`src/rtl/sub_64bit_seq.sv`:
```
// Multi-cycle WIDTH-bit subtractor (Diff = A - B) computed SLICE_W bits per clock, plus ZF/SF/OF/borrow flags.
// Latency: start accepted at edge E0, done pulses for one cycle after edge E(NUM_SLICES).
// Backpressure: start is honoured only in IDLE; while busy it is ignored (no restart, no queuing).
//
// Ports:
//   clk      rising-edge clock
//   reset    asynchronous, active-high reset
//   start    request pulse, sampled only in IDLE
//   A, B     minuend / subtrahend, latched on the accepting edge
//   busy     high while the slices are being computed
//   done     one-cycle pulse; Diff and flags are valid from this cycle on
//   Diff     A - B modulo 2^WIDTH
//   borrow   1 iff A < B unsigned (inverted final carry)
//   overflow signed overflow of the subtraction
//   zero     Diff == 0
//   sign     Diff[WIDTH-1]
module sub_64bit_seq #(
  parameter int WIDTH      = 64,
  parameter int SLICE_W    = 16,
  parameter int NUM_SLICES = WIDTH / SLICE_W
) (
  input  logic             clk,
  input  logic             reset,
  input  logic             start,
  input  logic [WIDTH-1:0] A,
  input  logic [WIDTH-1:0] B,
  output logic             busy,
  output logic             done,
  output logic [WIDTH-1:0] Diff,
  output logic             borrow,
  output logic             overflow,
  output logic             zero,
  output logic             sign
);

  localparam int IDX_W = (NUM_SLICES > 1) ? $clog2(NUM_SLICES) : 1;

  localparam logic [0:0] IDLE = 1'b0;
  localparam logic [0:0] CALC = 1'b1;

  logic [0:0]       state;
  logic [IDX_W-1:0] idx;
  logic [WIDTH-1:0] a_l;
  logic [WIDTH-1:0] bn_l;      // subtrahend stored already inverted
  logic             carry;
  logic             zero_acc;  // all slices written so far in this operation are zero

  logic [SLICE_W-1:0] a_sl;
  logic [SLICE_W-1:0] b_sl;
  logic [SLICE_W:0]   sum;
  logic [WIDTH-1:0]   diff_nxt;
  logic               last_slice;
  logic               sum_zero;

  // Select the current slice of both operands and merge the new sum slice
  // into Diff; only the addressed slice changes, the rest hold.
  always_comb begin
    a_sl     = '0;
    b_sl     = '0;
    diff_nxt = Diff;
    for (int i = 0; i < NUM_SLICES; i++) begin
      if (idx == IDX_W'(i)) begin
        a_sl = a_l[i*SLICE_W +: SLICE_W];
        b_sl = bn_l[i*SLICE_W +: SLICE_W];
      end
    end
    sum = {1'b0, a_sl} + {1'b0, b_sl} + {{SLICE_W{1'b0}}, carry};
    for (int i = 0; i < NUM_SLICES; i++) begin
      if (idx == IDX_W'(i)) begin
        diff_nxt[i*SLICE_W +: SLICE_W] = sum[SLICE_W-1:0];
      end
    end
    last_slice = (idx == IDX_W'(NUM_SLICES - 1));
    sum_zero   = (sum[SLICE_W-1:0] == '0);
  end

  always_ff @(posedge clk or posedge reset) begin
    if (reset) begin
      state    <= IDLE;
      idx      <= '0;
      a_l      <= '0;
      bn_l     <= '0;
      carry    <= 1'b0;
      zero_acc <= 1'b0;
      busy     <= 1'b0;
      done     <= 1'b0;
      Diff     <= '0;
      borrow   <= 1'b0;
      overflow <= 1'b0;
      zero     <= 1'b0;
      sign     <= 1'b0;
    end else begin
      done <= 1'b0;
      if (state == IDLE) begin
        if (start) begin
          // carry-in of 1 with ~B turns the adder into A - B
          a_l      <= A;
          bn_l     <= ~B;
          carry    <= 1'b1;
          idx      <= '0;
          zero_acc <= 1'b1;
          busy     <= 1'b1;
          state    <= CALC;
        end
      end else begin
        Diff  <= diff_nxt;
        carry <= sum[SLICE_W];
        if (last_slice) begin
          borrow   <= ~sum[SLICE_W];
          sign     <= sum[SLICE_W-1];
          zero     <= zero_acc & sum_zero;
          // A and B signs differ exactly when a_l and the inverted B agree
          overflow <= (a_l[WIDTH-1] == bn_l[WIDTH-1]) &&
                      (sum[SLICE_W-1] != a_l[WIDTH-1]);
          done     <= 1'b1;
          busy     <= 1'b0;
          idx      <= '0;
          state    <= IDLE;
        end else begin
          idx      <= idx + 1'b1;
          zero_acc <= zero_acc & sum_zero;
        end
      end
    end
  end

endmodule

```
`config.mk`:
```
export PLATFORM = sky130hd
export DESIGN_NAME = sub_64bit_seq
export DESIGN_NICKNAME = d
export VERILOG_FILES = /design/src/rtl/sub_64bit_seq.sv
export SDC_FILE = /design/constraint.sdc
export NUM_CORES = 1
export LEC_CHECK = 0
export CAP_MARGIN = 20
export CORE_ASPECT_RATIO = 1.2
export CORE_MARGIN = 5
export CORE_UTILIZATION = 45
export DETAILED_ROUTE_END_ITERATION = 10
export MAX_ROUTING_LAYER = met4
export PLACE_DENSITY = 0.82
export SLEW_MARGIN = 10
export SYNTH_ARGS = -nofsm -noshare
export SYNTH_HDL_FRONTEND = slang
export SYNTH_SLANG_ARGS = --single-unit
```
`constraint.sdc`:
```
create_clock -name clk -period 7.6 [get_ports clk]
set_clock_uncertainty 0.2 [all_clocks]
set_input_delay 1.52 -clock clk [delete_from_list [all_inputs] [get_ports clk]]
set_output_delay 1.52 -clock clk [all_outputs]
set_load 0.01 [all_outputs]
```
== After elaboration in Yosys (flattened, before gate mapping) ==
Index checks and enable logic that the tools add are counted.
Operators by class
  multiplexer cells: 22
  eq/ne operators: 7
  bitwise gates (word level): 4
  $add $sub $neg: 3
  reductions and logical operators: 11
Operators with widths (number)
  16-bit two-way mux: 8
  64-bit inverter: 1
  16-bit by 16-bit adder with 17-bit output: 1
  17-bit by 1-bit adder with 17-bit output: 1
  16-bit logical NOT: 1
  2-bit AND reduction: 7
  1-bit two-way mux: 11
  2-bit two-way mux: 3
  2-bit == test, second input constant: 2
  2-bit by 1-bit adder with 2-bit output, second input constant: 1
  2-bit by 1-bit == test with 1-bit output, second input constant: 1
  2-bit logical NOT: 1
  2-bit by 1-bit inequality test with 1-bit output, second input constant: 1
  2-bit inequality test, second input constant: 1
  1-bit inverter: 2
  2-bit nonzero test: 1
  1-bit AND: 1
  1-bit == test: 1
  1-bit logical AND: 1
  1-bit inequality test: 1
Storage, ports and cells
  output and inout bits: 70
  flip-flop bits (word level): 203

== Logic depth before layout (Yosys ltp) ==
  depth after elaboration: 11
  gate-level depth with buffers: 21

== Worst setup path after synthesis ==
No wires, ideal clock.
  kind: register to register
  start: reg idx[0]
  end: reg overflow
  path buffers: 2
  cell stages (with the launch flop): 20
  path slack: 3.592 ns
  arrival time: 3.726 ns
  required time: 7.318 ns
  cell sequence: dfrtp_1 > inv_1 > ha_1 > clkbuf_1 > clkbuf_1 > nand2_1 > nor2_1 > a21oi_1 > nor2_1 > a21oi_1 > o21ai_0 > ha_1 > nor2b_1 > o2111a_1 > or3_1 > a41oi_2 > o21ai_2 > xnor2_4 > or3_1 > a31oi_1
Between the ends
  cells in the longest elaborated chain, start to end: 9
  elaborated cells between the ends (all ways): 17
Ends and longest elaborated chain
  start: declaration: RTL line 42  | logic [IDX_W-1:0] idx;
  start signal: assignment: RTL line 120  | idx <= idx + 1'b1;
  2-bit logical NOT: RTL line 62  | if (idx == IDX_W'(i)) begin
  16-bit two-way mux (4 in series): RTL line 62
  16-bit by 16-bit adder with 17-bit output: RTL line 67  | sum = {1'b0, a_sl} + {1'b0, b_sl} + {{SLICE_W{1'b0}}, carry};
  17-bit by 1-bit adder with 17-bit output: RTL line 67
  1-bit inequality test: RTL line 114  | (sum[SLICE_W-1] != a_l[WIDTH-1]);
  1-bit logical AND: RTL line 113  | overflow <= (a_l[WIDTH-1] == bn_l[WIDTH-1]) &&
  end signal: assignment: RTL line 113
  end: declaration: RTL line 31  | output logic overflow,
Parallel ways exist; a longest one is shown, timed or not.
A chain may end at the register's enable or synchronous reset.

== Worst setup path after layout ==
  start: reg idx[1]
  end: reg zero_acc
Between the ends
  cells in the longest elaborated chain, start to end: 11
  elaborated cells between the ends (all ways): 20
Ends and longest elaborated chain
  2-bit logical NOT: RTL line 62
  16-bit two-way mux (4 in series): RTL line 62
  16-bit by 16-bit adder with 17-bit output: RTL line 67
  17-bit by 1-bit adder with 17-bit output: RTL line 67
  16-bit logical NOT: RTL line 74  | sum_zero = (sum[SLICE_W-1:0] == '0);
  1-bit AND: RTL line 121  | zero_acc <= zero_acc & sum_zero;
  1-bit two-way mux: RTL line 108  | if (last_slice) begin
  1-bit two-way mux: RTL line 94  | if (state == IDLE) begin
  end signal: assignment: RTL line 121
  end: declaration: RTL line 46  | logic zero_acc;
Parallel ways exist; a longest one is shown, timed or not. The select of a mux whose other input is x is not followed.

==> results.py <==
metrics = {
    "run_status": {
        "status": "complete, no violations",
    },
    "drt": {
        "firstDrtPassIters": 7,
        "drt-wirelength-per-cell_um": 17.6,
        "ant_nets": 0,
        "num_vias": 7202,
        "routed_via_density": 5.22,
        "wl_um": 24300,
        "drt_iter0_markers": 453,
        "post-route-drc-count": 0,
    },
    "finish": {
        "diodes": 0,
        "syn_to_final_growth_pct": 32.4,
        "finalNonFillerCells": 1381,
        "layout-drive-gt1-share": 0.133,
        "num-nets-final": 1253,
    },
    "critical_path": {
        "cp.required_ns": 7.83,
        "crit_path_max_fanout": 35,
        "cp-start-kind": "flip-flop",
        "worstPathArrival_ns": 5.13,
        "cpMostUsedCell": "a21oi_1",
        "path_cells": "inv_1 > ha_2 > buf_4 > nor2_1 > a21oi_1 > nor2_1 > a21oi_1 > nor2_1 > a21oi_1 > fa_1 > inv_1 > fa_1 > a21oi_1 > o21ai_1 > a211oi_2 > o211a_1 > o2111ai_1 > and4b_1 > nand4b_1 > a21oi_1",
        "critPathSlowestCell": "ha_2",
        "rrSetupSlack_ns": 2.69,
        "path_delay_family": "compound AO/OA/AOI/OAI gates",
        "critical_path_class": "reg2reg",
        "max_stage_delay_ns": 0.60,
        "path_buf_inv": 3,
        "worst_setup_path_end_kind": "flip-flop",
    },
    "sta": {
        "hold_viol": 0,
        "grt_setup_unrepaired": "no",
        "slew_headroom": 0.324,
        "setup_viol": 0,
        "fin_crit_sh": 0.646,
        "max_freq_mhz": 204,
        "slew_viol_final": 0,
        "holdWs_ns": 0.278,
        "period_minus_slack_ns": 4.91,
        "timing.setup.tns_ns": 0,
        "worstMarginPinSlew_ns": 1.01,
    },
    "logic_synthesis": {
        "synth_top_family_by_area": "compound AO/OA/AOI/OAI gates",
        "synthTopCellsByCount": "202 x dfrtp_1, 183 x nand2_1, 137 x o21ai_0",
        "synth_xor_area_frac": 0.0142,
        "synth_nets": 1082,
        "yosys.area_share.adder": 0.0301,
        "synth-simple-area-share": 0.125,
        "yosys.area.top_type_share": 0.548,
        "ys_types": 50,
        "synth_area_leaders": "dfrtp_1 55%, mux2_2 11%, nand2_1 7.4%",
        "ys_warn_count": 0,
        "ys_ff_latch": 202,
        "async_flop_share": 1.00,
        "synth_most_common_cell": "dfrtp_1",
        "synth_edf_count": 0,
        "netlist_area_um2": 9230,
        "synth_compound_area_frac": 0.145,
        "yosysSeqAreaShare": 0.548,
        "synthFlopType": "dfrtp_1",
        "yosysTopAreaCell": "dfrtp_1",
        "syn_inst": 930,
        "synth.area.mux_share": 0.109,
        "avgSynthCellArea_um2": 9.92,
    },
    "cts": {
        "cts_resized": 0,
        "clock_path_buffers": 3,
        "insertion_delay_ns": 0.50,
        "cts_tree": "done",
        "hold_buffers": 0,
        "cts.reportedPaths.clkPinSlew_ns": 0.06,
        "htreeDepth": 1,
        "cts_sinks": 202,
        "postCtsSetupBuffers": 0,
        "root_buffer": "clkbuf_16",
        "cts_buffers": 22,
    },
    "placement": {
        "dp_hpwl_um": 17600,
        "globalplace.congestion": 0.896,
        "port_buffers": 200,
        "place_inst": 1339,
    },
    "min_path": {
        "min_path_type": "reg2reg",
    },
    "floorplan": {
        "start_util": 0.455,
        "die_h_um": 167,
        "io_pins": 201,
        "core_area_um2": 20300,
        "dieArea_um2": 23500,
        "die_w_um": 141,
        "rows": 57,
    },
    "global_route": {
        "antenna_found_initial": 0,
        "grt_pass1_wl_um": 38800,
        "grt.total_usage": 0.209,
        "grt_pass1_vias": 7342,
        "grt_start_max_net_pins": 153,
        "grt.overflow.total": 0,
    },
    "job": {
        "timing.max_cap.violations": 0,
    },
    "pwr": {
        "powerDensity_nw_per_um2": 512,
        "irDropWorstVdd_v": 0.000237,
        "leakagePower_nw": 5.31,
    },
}
worst reg2reg max path: stages, from the launching register on:
cell and delay [ns]:
dfrtp_1 0.41, inv_1 0.11, ha_2 0.60, buf_4 0.41
nor2_1 0.11, a21oi_1 0.14, nor2_1 0.06, a21oi_1 0.11
nor2_1 0.06, a21oi_1 0.21, fa_1 0.24, inv_1 0.06
fa_1 0.41, a21oi_1 0.25, o21ai_1 0.15, a211oi_2 0.29
o211a_1 0.29, o2111ai_1 0.15, and4b_1 0.29, nand4b_1 0.11
a21oi_1 0.17
layer usage:
layer | vias up | GRT usage | routed length (µm)
li1 | 3522 | - | -
met1 | 3383 | 0.266 | 10100
met2 | 255 | 0.347 | 12100
met3 | 42 | 0.0313 | 1550
met4 | 0 | 0.0603 | 580
met5 | - | - | 0
power breakdown:
part	switching (mW)	leakage [nW]	total, mW	internal (mW)
Sequential	0.313	2.46	1.92	1.61
Clock	0.424	0.377	1.10	0.677
Combinational	1.86	2.47	3.23	1.37
Total	2.59	5.31	6.26	3.66
flip-flops by register name, indices dropped and copies added (netlist names):
| name | cells |
|---|---|
| overflow | 1 |
| bn_l | 64 |
| Diff | 64 |
| busy | 1 |
| a_l | 64 |
| borrow | 1 |
| zero_acc | 1 |
| done | 1 |
| carry | 1 |
| idx | 2 |
| zero | 1 |
| state | 1 |
kinds of logic (layout without fill, tap and decap cells):
family / Yosys count / count (layout)
xor+xnor: 12 / 12
mux: 89 / 89
flops: 202 / 202
compound gates: 246 / 246
simple gates: 290 / 290
buf+inv: 70 / 256
fa+ha+maj: 21 / 21
final timing paths:
| kind | cells past startpoint | start | endpoint |
|---|---|---|---|
| max | 20 | idx[1] | zero_acc |
| min | 2 | bn_l[15] | bn_l[15] |
| max reg2reg | 20 | idx[1] | zero_acc |
| min reg2reg | 2 | bn_l[15] | bn_l[15] |
| max in group asynchronous | 4 | reset | a_l[5] |
| min in group asynchronous | 2 | reset | Diff[42] |
placed cells by master (no fill, tap or decap), types with 2 or more instances in the layout:
| master | count |
|---|---|
| fa_1 | 2 |
| a211oi_2 | 2 |
| ha_2 | 3 |
| buf_4 | 4 |
| clkinv_2 | 4 |
| o211ai_1 | 3 |
| dfrtp_1 | 202 |
| clkbuf_16 | 23 |
| inv_1 | 9 |
| clkbuf_8 | 6 |
| clkbuf_1 | 2 |
| nand2b_1 | 2 |
| nand4_1 | 2 |
| mux2_1 | 2 |
| and2_1 | 3 |
| bufinv_16 | 2 |
| nor2_1 | 80 |
| nand2_1 | 183 |
| or3_1 | 3 |
| xor2_1 | 2 |
| a21oi_1 | 79 |
| buf_12 | 2 |
| nor2b_1 | 2 |
| mux2_2 | 87 |
| xnor2_1 | 8 |
| o21ai_0 | 137 |
| clkdlybuf4s50_1 | 200 |
| o2111ai_1 | 2 |
| o21ai_1 | 3 |
| nor3_1 | 3 |
| ha_1 | 16 |
| o31ai_1 | 5 |
| nand3_1 | 5 |
per-stage QoR:
stage	total power, mW	setup WS [ns]	util	area [µm²]
6_report	6.26	2.69	0.603	12200
5_1_grt	6.73	2.30	0.603	12200
4_1_cts	6.26	2.68	0.600	12100
3_5_place_dp	5.13	2.71	0.562	11400
3_3_place_gp	5.01	2.90	0.562	11400
2_1_floorplan	3.99	0.369	-	9230
cell type report:
cell class	instances	area [µm²]
tap	265	332
timing repair buffer	207	2100
clock inverter	8	96.3
fill	1685	8040
sequential	202	5050
inverter	10	45.0
clock buffer	31	666
multi-input combinational	658	3920
No activity file was read; power rests on OpenSTA's default activity.
